### config.mk
export PLATFORM = sky130hd
export DESIGN_NAME = csr_trap_ctrl_flat
export DESIGN_NICKNAME = d
export VERILOG_FILES = /design/src/rtl/csr_pkg.sv /design/src/rtl/csr_trap_ctrl_if.sv /design/src/rtl/csr_alu.sv /design/src/rtl/csr_trap_ctrl.sv /design/src/flat_wrapper.sv
export SDC_FILE = /design/constraint.sdc
export NUM_CORES = 1
export LEC_CHECK = 0
export CAP_MARGIN = 30
export CORE_AREA = 4 4 136 138
export CTS_CLUSTER_DIAMETER = 40
export DETAILED_ROUTE_END_ITERATION = 16
export DIE_AREA = 0 0 140 142
export GPL_TIMING_DRIVEN = 0
export PLACE_DENSITY = 0.81
export SYNTH_ARGS = -nofsm -noshare
export SYNTH_HDL_FRONTEND = slang
export SYNTH_SLANG_ARGS = --single-unit
### constraint.sdc
create_clock -name clk -period 1.9 [get_ports clk]
set_input_delay 0.19 -clock clk [delete_from_list [all_inputs] [get_ports clk]]
set_output_delay 0.19 -clock clk [all_outputs]
set_load 0.005 [all_outputs]
### src/rtl/csr_pkg.sv
// rtl/csr_pkg.sv - shared constants and types for the CSR trap sequencer
//
// Purpose: machine-mode CSR addresses used by trap entry/return, the
//          pipeline CSR op encodings, the sequencer state enum and the
//          pending-redirect kind.
// Ports:   none (package)
package csr_pkg;

  localparam logic [11:0] CSR_MTVEC  = 12'h305;
  localparam logic [11:0] CSR_MEPC   = 12'h341;
  localparam logic [11:0] CSR_MCAUSE = 12'h342;
  localparam logic [11:0] CSR_MTVAL  = 12'h343;

  typedef enum logic [1:0] {
    OP_READ = 2'b00,
    OP_RW   = 2'b01,
    OP_RS   = 2'b10,
    OP_RC   = 2'b11
  } csr_op_e;

  typedef enum logic [2:0] {
    S_IDLE    = 3'd0,
    S_T_EPC   = 3'd1,
    S_T_CAUSE = 3'd2,
    S_T_TVAL  = 3'd3,
    S_REDIR   = 3'd4
  } state_e;

  typedef enum logic {
    K_TRAP = 1'b0,
    K_MRET = 1'b1
  } kind_e;

endpackage

### src/rtl/csr_trap_ctrl_if.sv
// rtl/csr_trap_ctrl_if.sv - request/response and CSR-file port bundle
//
// Purpose: groups the pipeline instruction port, trap and MRET handshakes,
//          the redirect strobe and the CSR-file port of csr_trap_ctrl.
// Modports:
//   slave  - the sequencer (csr_trap_ctrl)
//   master - the surrounding pipeline + csr_file
interface csr_trap_ctrl_if #(
  parameter int XLEN   = 32,
  parameter int ADDR_W = 12
);

  logic              ins_valid;
  logic [1:0]        ins_op;
  logic [ADDR_W-1:0] ins_addr;
  logic [XLEN-1:0]   ins_src;
  logic              ins_ready;
  logic [XLEN-1:0]   ins_rdata;

  logic              trap_valid;
  logic [XLEN-1:0]   trap_pc;
  logic [XLEN-1:0]   trap_cause;
  logic [XLEN-1:0]   trap_tval;
  logic              trap_ready;

  logic              mret_valid;
  logic              mret_ready;

  logic              redir_valid;
  logic [XLEN-1:0]   redir_pc;
  logic              busy;

  logic              csr_we;
  logic [ADDR_W-1:0] csr_addr;
  logic [XLEN-1:0]   csr_wdata;
  logic [XLEN-1:0]   csr_rdata;
  logic [XLEN-1:0]   csr_mtvec;
  logic [XLEN-1:0]   csr_mepc;

  modport slave (
    input  ins_valid, ins_op, ins_addr, ins_src,
    input  trap_valid, trap_pc, trap_cause, trap_tval,
    input  mret_valid,
    input  csr_rdata, csr_mtvec, csr_mepc,
    output ins_ready, ins_rdata, trap_ready, mret_ready,
    output redir_valid, redir_pc, busy,
    output csr_we, csr_addr, csr_wdata
  );

  modport master (
    output ins_valid, ins_op, ins_addr, ins_src,
    output trap_valid, trap_pc, trap_cause, trap_tval,
    output mret_valid,
    output csr_rdata, csr_mtvec, csr_mepc,
    input  ins_ready, ins_rdata, trap_ready, mret_ready,
    input  redir_valid, redir_pc, busy,
    input  csr_we, csr_addr, csr_wdata
  );

endinterface

### src/rtl/csr_alu.sv
// rtl/csr_alu.sv - new-value and write-suppress logic for CSR instructions
//
// Purpose: combinational CSRRW/CSRRS/CSRRC update.
// Ports:
//   op    in   csr op (read-only, RW, RS, RC)
//   src   in   rs1/uimm operand
//   rdata in   current CSR value
//   wdata out  value to write back
//   we    out  1 when the instruction really writes the CSR
module csr_alu
  import csr_pkg::*;
#(
  parameter int XLEN = 32
) (
  input  csr_op_e         op,
  input  logic [XLEN-1:0] src,
  input  logic [XLEN-1:0] rdata,
  output logic [XLEN-1:0] wdata,
  output logic            we
);

  always_comb begin
    wdata = rdata;
    we    = 1'b0;
    unique case (op)
      OP_RW: begin
        wdata = src;
        we    = 1'b1;
      end
      // Set/clear with a zero mask is architecturally a pure read.
      OP_RS: begin
        wdata = rdata | src;
        we    = |src;
      end
      OP_RC: begin
        wdata = rdata & ~src;
        we    = |src;
      end
      default: begin
        wdata = rdata;
        we    = 1'b0;
      end
    endcase
  end

endmodule

### src/rtl/csr_trap_ctrl.sv
// rtl/csr_trap_ctrl.sv - sequencer owning the single CSR-file port
//
// Purpose: arbitrates trap entry, MRET and pipeline CSR instructions onto
//          one CSR-file port. Trap entry writes mepc, mcause, (mtval) on
//          consecutive cycles, then strobes a redirect to mtvec; MRET
//          strobes a redirect to mepc the cycle after acceptance.
// Ports:
//   clk    in  clock
//   rst_n  in  asynchronous active-low reset
//   bus    csr_trap_ctrl_if.slave (ins/trap/mret handshakes, redirect,
//          busy, CSR-file we/addr/wdata/rdata and mtvec/mepc taps)
module csr_trap_ctrl
  import csr_pkg::*;
#(
  parameter int XLEN     = 32,
  parameter int ADDR_W   = 12,
  parameter bit HAS_TVAL = 1'b1
) (
  input  logic           clk,
  input  logic           rst_n,
  csr_trap_ctrl_if.slave bus
);

  state_e          state_q, state_d;
  kind_e           kind_q, kind_d;
  logic [XLEN-1:0] pc_q, cause_q, tval_q;
  logic            trap_acc;
  logic            ins_sel;
  logic [XLEN-1:0] alu_wdata;
  logic            alu_we;

  // Redirect targets are word aligned: the mode bits of mtvec and the low
  // bits of mepc/trap_pc are intentionally dropped.
  logic unused_low_bits;
  assign unused_low_bits = ^{bus.csr_mtvec[1:0], bus.csr_mepc[1:0], bus.trap_pc[1:0]};

  csr_alu #(.XLEN(XLEN)) u_alu (
    .op    (csr_op_e'(bus.ins_op)),
    .src   (bus.ins_src),
    .rdata (bus.csr_rdata),
    .wdata (alu_wdata),
    .we    (alu_we)
  );

  always_ff @(posedge clk or negedge rst_n) begin
    if (!rst_n) begin
      state_q <= S_IDLE;
      kind_q  <= K_TRAP;
      pc_q    <= '0;
      cause_q <= '0;
      tval_q  <= '0;
    end else begin
      state_q <= state_d;
      kind_q  <= kind_d;
      if (trap_acc) begin
        pc_q    <= {bus.trap_pc[XLEN-1:2], 2'b00};
        cause_q <= bus.trap_cause;
        tval_q  <= bus.trap_tval;
      end
    end
  end

  // Next state, handshakes, redirect and CSR address. Kept free of
  // csr_rdata so the combinational read path through csr_file cannot
  // close a loop back into this block.
  always_comb begin
    state_d         = state_q;
    kind_d          = kind_q;
    trap_acc        = 1'b0;
    ins_sel         = 1'b0;
    bus.ins_ready   = 1'b0;
    bus.trap_ready  = 1'b0;
    bus.mret_ready  = 1'b0;
    bus.redir_valid = 1'b0;
    bus.redir_pc    = '0;
    bus.busy        = (state_q != S_IDLE);
    bus.csr_addr    = '0;
    case (state_q)
      S_IDLE: begin
        if (bus.trap_valid) begin
          bus.trap_ready = 1'b1;
          trap_acc       = 1'b1;
          kind_d         = K_TRAP;
          state_d        = S_T_EPC;
        end else if (bus.mret_valid) begin
          bus.mret_ready = 1'b1;
          kind_d         = K_MRET;
          state_d        = S_REDIR;
        end else if (bus.ins_valid) begin
          bus.ins_ready  = 1'b1;
          ins_sel        = 1'b1;
          bus.csr_addr   = bus.ins_addr;
        end
      end
      S_T_EPC: begin
        bus.csr_addr = ADDR_W'(CSR_MEPC);
        state_d      = S_T_CAUSE;
      end
      S_T_CAUSE: begin
        bus.csr_addr = ADDR_W'(CSR_MCAUSE);
        state_d      = HAS_TVAL ? S_T_TVAL : S_REDIR;
      end
      S_T_TVAL: begin
        bus.csr_addr = ADDR_W'(CSR_MTVAL);
        state_d      = S_REDIR;
      end
      S_REDIR: begin
        bus.redir_valid = 1'b1;
        bus.redir_pc    = (kind_q == K_MRET) ? {bus.csr_mepc[XLEN-1:2], 2'b00}
                                             : {bus.csr_mtvec[XLEN-1:2], 2'b00};
        state_d         = S_IDLE;
      end
      default: state_d = S_IDLE;
    endcase
    // While reset is held every request is ignored and the port is quiet.
    if (!rst_n) begin
      state_d         = S_IDLE;
      trap_acc        = 1'b0;
      ins_sel         = 1'b0;
      bus.ins_ready   = 1'b0;
      bus.trap_ready  = 1'b0;
      bus.mret_ready  = 1'b0;
      bus.redir_valid = 1'b0;
      bus.redir_pc    = '0;
      bus.busy        = 1'b0;
      bus.csr_addr    = '0;
    end
  end

  // Write enable/data and instruction read-back.
  always_comb begin
    bus.csr_we    = 1'b0;
    bus.csr_wdata = '0;
    bus.ins_rdata = '0;
    if (rst_n) begin
      case (state_q)
        S_IDLE: begin
          if (ins_sel) begin
            bus.csr_we    = alu_we;
            bus.csr_wdata = alu_wdata;
            bus.ins_rdata = bus.csr_rdata;
          end
        end
        S_T_EPC: begin
          bus.csr_we    = 1'b1;
          bus.csr_wdata = pc_q;
        end
        S_T_CAUSE: begin
          bus.csr_we    = 1'b1;
          bus.csr_wdata = cause_q;
        end
        S_T_TVAL: begin
          bus.csr_we    = 1'b1;
          bus.csr_wdata = tval_q;
        end
        default: begin
          bus.csr_we    = 1'b0;
          bus.csr_wdata = '0;
        end
      endcase
    end
  end

endmodule

### src/flat_wrapper.sv
// flat-port wrapper written by rule: the top's interface ports become plain ports
module csr_trap_ctrl_flat import csr_pkg::*;
#(
  parameter int XLEN     = 32,
  parameter int ADDR_W   = 12,
  parameter bit HAS_TVAL = 1'b1
)
  (clk, rst_n, bus_ins_valid, bus_ins_op, bus_ins_addr, bus_ins_src, bus_trap_valid, bus_trap_pc, bus_trap_cause, bus_trap_tval, bus_mret_valid, bus_csr_rdata, bus_csr_mtvec, bus_csr_mepc, bus_ins_ready, bus_ins_rdata, bus_trap_ready, bus_mret_ready, bus_redir_valid, bus_redir_pc, bus_busy, bus_csr_we, bus_csr_addr, bus_csr_wdata);
  csr_trap_ctrl_if #(.XLEN(XLEN), .ADDR_W(ADDR_W)) bus_i ();
  input  logic clk;
  input  logic rst_n;
  input wire logic [$bits(bus_i.ins_valid)-1:0] bus_ins_valid;
  input wire logic [$bits(bus_i.ins_op)-1:0] bus_ins_op;
  input wire logic [$bits(bus_i.ins_addr)-1:0] bus_ins_addr;
  input wire logic [$bits(bus_i.ins_src)-1:0] bus_ins_src;
  input wire logic [$bits(bus_i.trap_valid)-1:0] bus_trap_valid;
  input wire logic [$bits(bus_i.trap_pc)-1:0] bus_trap_pc;
  input wire logic [$bits(bus_i.trap_cause)-1:0] bus_trap_cause;
  input wire logic [$bits(bus_i.trap_tval)-1:0] bus_trap_tval;
  input wire logic [$bits(bus_i.mret_valid)-1:0] bus_mret_valid;
  input wire logic [$bits(bus_i.csr_rdata)-1:0] bus_csr_rdata;
  input wire logic [$bits(bus_i.csr_mtvec)-1:0] bus_csr_mtvec;
  input wire logic [$bits(bus_i.csr_mepc)-1:0] bus_csr_mepc;
  output wire logic [$bits(bus_i.ins_ready)-1:0] bus_ins_ready;
  output wire logic [$bits(bus_i.ins_rdata)-1:0] bus_ins_rdata;
  output wire logic [$bits(bus_i.trap_ready)-1:0] bus_trap_ready;
  output wire logic [$bits(bus_i.mret_ready)-1:0] bus_mret_ready;
  output wire logic [$bits(bus_i.redir_valid)-1:0] bus_redir_valid;
  output wire logic [$bits(bus_i.redir_pc)-1:0] bus_redir_pc;
  output wire logic [$bits(bus_i.busy)-1:0] bus_busy;
  output wire logic [$bits(bus_i.csr_we)-1:0] bus_csr_we;
  output wire logic [$bits(bus_i.csr_addr)-1:0] bus_csr_addr;
  output wire logic [$bits(bus_i.csr_wdata)-1:0] bus_csr_wdata;
  assign bus_i.ins_valid = bus_ins_valid;
  assign bus_i.ins_op = bus_ins_op;
  assign bus_i.ins_addr = bus_ins_addr;
  assign bus_i.ins_src = bus_ins_src;
  assign bus_i.trap_valid = bus_trap_valid;
  assign bus_i.trap_pc = bus_trap_pc;
  assign bus_i.trap_cause = bus_trap_cause;
  assign bus_i.trap_tval = bus_trap_tval;
  assign bus_i.mret_valid = bus_mret_valid;
  assign bus_i.csr_rdata = bus_csr_rdata;
  assign bus_i.csr_mtvec = bus_csr_mtvec;
  assign bus_i.csr_mepc = bus_csr_mepc;
  assign bus_ins_ready = bus_i.ins_ready;
  assign bus_ins_rdata = bus_i.ins_rdata;
  assign bus_trap_ready = bus_i.trap_ready;
  assign bus_mret_ready = bus_i.mret_ready;
  assign bus_redir_valid = bus_i.redir_valid;
  assign bus_redir_pc = bus_i.redir_pc;
  assign bus_busy = bus_i.busy;
  assign bus_csr_we = bus_i.csr_we;
  assign bus_csr_addr = bus_i.csr_addr;
  assign bus_csr_wdata = bus_i.csr_wdata;
  csr_trap_ctrl #(.XLEN(XLEN), .ADDR_W(ADDR_W), .HAS_TVAL(HAS_TVAL)) u_core (.clk(clk), .rst_n(rst_n), .bus(bus_i));
endmodule
**After elaboration in Yosys (flattened, before gate mapping)**

Index checks and enable logic that the tools add are counted.

- Register bits: 98
- Input port bits: 243
- Output and inout bits: 114

- Eq/ne operators: 8
- Multiplexer cells: 40
- Bitwise logic cells: 3
- Reduce and logical (&&, ||, !) cells: 7

Operators with widths:

| kind | count |
|---|---|
| 32-bit 2-to-1 mux | 8 |
| 32-bit one-hot mux with 4 select lines | 1 |
| 32-bit one-hot mux with 3 select lines | 1 |
| 12-bit 2-to-1 mux | 4 |
| 12-bit one-hot mux with 4 select lines | 1 |
| 32-bit bitwise AND | 1 |
| 32-bit NOT | 1 |
| 32-bit bitwise OR | 1 |
| 32-bit OR reduction | 1 |
| 1-bit 2-to-1 mux | 19 |
| 3-bit one-hot mux with 4 select lines | 1 |
| 3-bit 2-to-1 mux | 3 |
| 3-bit by 2-bit == test with 1-bit output, second input constant | 2 |
| 2-bit == test, second input constant | 2 |
| 4-bit inequality test, second input constant | 1 |
| 1-bit one-hot mux with 2 select lines | 2 |
| 3-bit by 1-bit == test with 1-bit output, second input constant | 1 |
| 3-bit == test, second input constant | 1 |
| 3-bit zero test | 1 |
| 3-bit nonzero test | 1 |
| 3-bit OR reduction | 1 |
| 2-bit by 1-bit == test with 1-bit output, second input constant | 1 |
| 2-bit AND reduction | 1 |
| 2-bit nonzero test | 1 |
| 2-bit OR reduction | 1 |

**Logic depth before layout (Yosys ltp)**

- Depth after elaboration: 8
- Mapped depth: 7
- Gate-level depth less buffers: 4

**Modules after synthesis**

From an unflattened synthesis, not the netlist that was laid out.

- Cells, all modules: 589
- Area, all modules: 6,444.9 um^2

Modules (own cells, without submodules):

| module | times used | cells an instance | area an instance (um^2) |
|---|---|---|---|
| csr_trap_ctrl | 1 | 467 | 5,572.8 |
| csr_alu | 1 | 122 | 872.1 |

**Worst setup path before layout**

No wires, ideal clock.

- Path type: flip-flop to output port
- Start point: register u_core.state_q[1]
- End point: output port bus_csr_wdata[20]
- Arrival time: 1,345 ps
- Required time: 1,710 ps
- Setup slack: 365 ps
- Stages on the path, launching flop included: 7
- Path buffers: 2
- Path through: dfrtp_1 buf_4 nor2_8 nand3_2 buf_4 a211o_1 a21oi_1

- Word-level cells in the longest chain between the ends: 6
- Elaborated cells between the ends (all ways): 9

RTL lines:

| what | line | source |
|---|---|---|
| from (decl) | csr_trap_ctrl.sv:24 | `state_e state_q, state_d;` |
| from (signal assigned) | csr_trap_ctrl.sv:53 | `state_q <= state_d;` |
| 3-bit zero test | csr_trap_ctrl.sv:78, csr_trap_ctrl.sv:136 |  |
| 1-bit 2-to-1 mux | csr_trap_ctrl.sv:78 | `case (state_q)` |
| 1-bit 2-to-1 mux | csr_trap_ctrl.sv:116 | `if (!rst_n) begin` |
| 32-bit 2-to-1 mux | csr_trap_ctrl.sv:138 | `if (ins_sel) begin` |
| 32-bit one-hot mux with 4 select lines (*) | csr_trap_ctrl.sv:136 | `case (state_q)` |
| 32-bit 2-to-1 mux (*) | csr_trap_ctrl.sv:135 | `if (rst_n) begin` |
| to (decl) | flat_wrapper.sv:33 | `output wire logic [$bits(bus_i.csr_wdata)-1:0] bus_csr_wdata;` |

Every way passes the cells marked *; elsewhere a longest branch is shown, timed or not.

**Worst setup path after layout**

- Start point: register u_core.state_q[1]
- End point: output port bus_csr_wdata[22]

The elaborated chain is that of the path after synthesis.

==> out/metrics.sh <==
MIN_PERIOD_NS=2.22
MAX-CAP-VIOLATIONS=0
VIAS=6569
FINAL.SETUP_SKEW_NS=0.00901
SETUP_SLACK_NS=-0.324
MAX-SLEW-MARGIN-REL_PCT=65.7
WORSTPATHCELLLIST='buf_6 > nor2_8 > nand3_4 > clkbuf_16 > a211o_1 > a21oi_2 > clkbuf_2'
CP_SLOWEST_STAGE_DELAY_NS=0.40
YOSYS_REGISTER_BITS=98
HP-CLASS='primary input to asynchronous set/reset pin'
GRT.OVERFLOW.TOTAL=0
WORSTPATHMAXFANOUT=6
RSZ0062_AT_GRT='yes'
DRT_FIRST_PASS_ITERS=7
WORST_SETUP_PATH_END_KIND='output pin'
FMAXACHIEVABLE_MHz=450
ANTENNA_VIOLATIONS_BEFORE_REPAIR=1
CTS.CLK_SLEW.WORST_PATHS_NS=0.07
POST_SYNTH_AND_OR_NAND_NOR_AREA_FRACTION_PCT=11.3
FIRST_GLOBAL_VIAS=6647
POWER.DENSITY_CELL_AREA_nW_PER_UM2=680
FINALWIRELENGTH_MM=28.6
SWITCHING_SHARE_PCT=30.8
NETS=1282
DRT_ITER0_DRC=335
TIMING_WORST_SLEW_PIN_VALUE_NS=0.515
AREA_GROWTH_SYN_TO_LAYOUT_PCT=83.0
CORE_AREA_UM2=17200
MAXIMUM_NUMBER_OF_PINS_ON_ONE_NET_BEFORE_GLOBAL_ROUTE_REPAIR=73
PERIOD_SHARE_PCT=117
UTILIZATION_PCT=66.5
FIRST_PASS_GRT_WIRE_LENGTH_MM=40.6
DRC_ERRORS=0
SYNTHXORXNORAREAFRAC_PCT=4.63
NUMCTSBUFFERS=9
VIA_PER_INST=5.17
SEQ_POWER_SHARE_PCT=39.2
DP.FINAL_HPWL_MM=22.1
TRITONCTS='built'
HOLD_WS_NS=-0.202
DRT-WIRELENGTH-PER-CELL_UM=22.5
COMBINATIONAL_FAMILY_WITH_THE_MOST_AREA_AFTER_SYNTHESIS='multiplexers'
CRITPATHLAUNCHTYPE='flip-flop'
FINALWEIGHTEDCONGESTION=0.935
POWER.CLOCK.FRACTION_PCT=22.2
PEAK_SUPPLY_DROP_mV=0.619
TIMING_MAX_TRANSITION_VIOLATIONS_FINAL=0
FINAL_LAYOUT_SIZE_SUFFIX_GT1_SHARE_PCT=37.8
CLKLATENCYLATEPIN_NS=0.35
SYNTH.LIB_CELLS_USED.DISTINCT=32
PWR-SHARE-COMB_PCT=38.6
SYNTH_COMPOUND_AREA_SHARE_PCT=12.8
CTS_ROOT_BUFFER='sky130_fd_sc_hd__clkbuf_16'
SETUP_VIOL_COUNT_FINAL=154
FINAL_COMMON_CELL='sky130_fd_sc_hd__clkdlybuf4s50_1'
DESIGN.DIE.AREA_UM2=19900
TYPE_OF_THE_SETUP_PATH_WITH_THE_LEAST_SLACK='flip-flop to output pin'
SWITCHING_POWER_TOTAL_mW=2.39
INTPOWER_mW=5.38
POSTSYNTHCELLCOUNT=618
CTS-HTREE-LEVELS=3
REPORT.FINAL.HOLD_VIOL_COUNT=27
DRT.ANTENNA.VIOLATING_NETS=0
GRT_UTIL_OVERALL_PCT=26.7
SYNTH.CELL_AREA_UM2=6240
FLOORPLAN.DIE.HEIGHT_UM=142
YOSYS_WARNINGS=0
PLACE.PORT_BUFFERS=346
LEAK_nW=4.89
FINAL_CELL_MIX='sky130_fd_sc_hd__clkdlybuf4s50_1 (231), sky130_fd_sc_hd__dfrtp_1 (95), sky130_fd_sc_hd__buf_6 (74)'
DIE-WIDTH_UM=140
CP_MAX_STAGE_CELL='sky130_fd_sc_hd__dfrtp_1'
CTS_MAX_PATH_BUFFERS=2
TIMING.CRITICAL_PATH.REQUIRED_NS=1.71
VIOLATIONS_IN_THE_FINAL_REPORTS='negative hold slack, negative setup slack'
SYNTH_MUX_AREA_SHARE_PCT=26.9
CTS_NUM_SINKS=98
PLACEMENT_ROWS=48
AVERAGE_FOOTPRINT_OF_A_SYNTHESIZED_CELL_UM2=10.1
YOSYS.AREA_SHARE.ADDER_PCT=0
CP.ARRIVAL_NS=2.03
IOPINCOUNT=357
START_UTIL_PCT=36.3
OUTCOME='complete, but fails checks'
YS_SEQ_AREA_SHARE_PCT=39.3
## power by group through the flow
stage	clock network [mW]	logic [mW]	registers, mW
floorplan	0	1.38	2.93
finish	1.73	3.00	3.04
detailed placement	0	2.56	3.03
global route	1.86	3.20	3.11
CTS	1.77	2.77	3.02
global placement	0	2.51	3.00
## cells by family after synthesis
| family | after synthesis |
|---|---|
| multiplexers | 156 |
| flip-flops | 98 |
| AND/OR/NAND/NOR | 136 |
| other | 1 |
| XOR/XNOR | 33 |
| buffers and inverters | 59 |
| AO/OA/AOI/OAI | 135 |
## registers in the layout, indices dropped and copies added, names as in the netlist
signal	cells
u_core.tval_q	32
u_core.cause_q	32
u_core.kind_q	1
u_core.state_q	3
u_core.pc_q	30
## timing repair
item                                   CTS  global route
cloned                                   3             3
buffers inserted                        45            16
resized for setup                      533           207
pin swaps                               41            37
setup endpoints to repair              112           197
endpoints found under the hold margin   27            27
## per-stage QoR
step	setup WS [ns]	power, mW	std cells	instance area, µm²	TNS [ns]
floorplan	0.365	4.31	619	6250	0
global placement	-4.44	5.50	1190	9990	-1108.07
detailed placement	-1.28	5.59	1191	10000	-91.03
CTS	-0.337	7.55	1253	10900	-11.42
global route	-0.387	8.16	1270	11400	-29.92
finish	-0.324	7.77	1270	11400	-20.89
## cell usage after synthesis (all sizes together)
cell	n	area (µm²)
or3	2	12.5
nand4	1	6.26
nand4b	1	8.76
a211oi	1	7.51
dfrtp	98	2450
conb	1	3.75
nand2	5	18.8
nand3b	1	7.51
mux2	94	1060
nor2	67	268
nand2b	1	6.26
or2	1	6.26
a31oi	2	12.5
inv	5	18.8
a211o	32	280
nor3	4	20.0
nand3	4	30.0
xnor2	33	289
mux2i	62	621
nor3b	1	18.8
buf	35	224
nor2b	2	12.5
clkbuf	19	71.3
and2	39	244
nor4	7	43.8
a21oi	100	500
## final timing paths
path,startpoint,end,slack [ns],depth (start not counted)
worst max-delay path,u_core.state_q[1],bus_csr_wdata[22],-0.32,7
worst min-delay path,rst_n,u_core.tval_q[29],-0.20,1
worst max register to register,u_core.state_q[1],u_core.pc_q[13],-0.07,10
worst min register to register,u_core.pc_q[2],u_core.pc_q[2],0.49,1
max in group asynchronous,rst_n,u_core.kind_q,1.37,2
min in group clk,bus_mret_valid,u_core.kind_q,0.40,3
## metal layers
metal / wire length, µm / GRT usage, % / vias up
li1: - / - / 3024
met4: 1030 / 9.23 / 0
met5: 0 / 0 / -
met2: 15000 / 48.6 / 289
met1: 10800 / 31.2 / 3193
met3: 1830 / 5.75 / 63
## final cells by class
class	count	area, µm²
fillers	1400	5750
repair buffers	412	3880
multi-input cells	462	3870
flip-flops and latches	98	2460
plain buffers	51	616
well taps	225	282
clock buffers	11	243
clock inverters	5	38.8
inverters	5	35.0
diodes	1	2.50
## critical path: cells and delay by family (launching register included)
family	cells	cell delay [ns]
buffers and inverters	3	0.51
AOI/OAI and AO/OA	2	0.48
DFF	1	0.40
and+or+nand+nor	2	0.30
(Power assumes the default switching activity.)
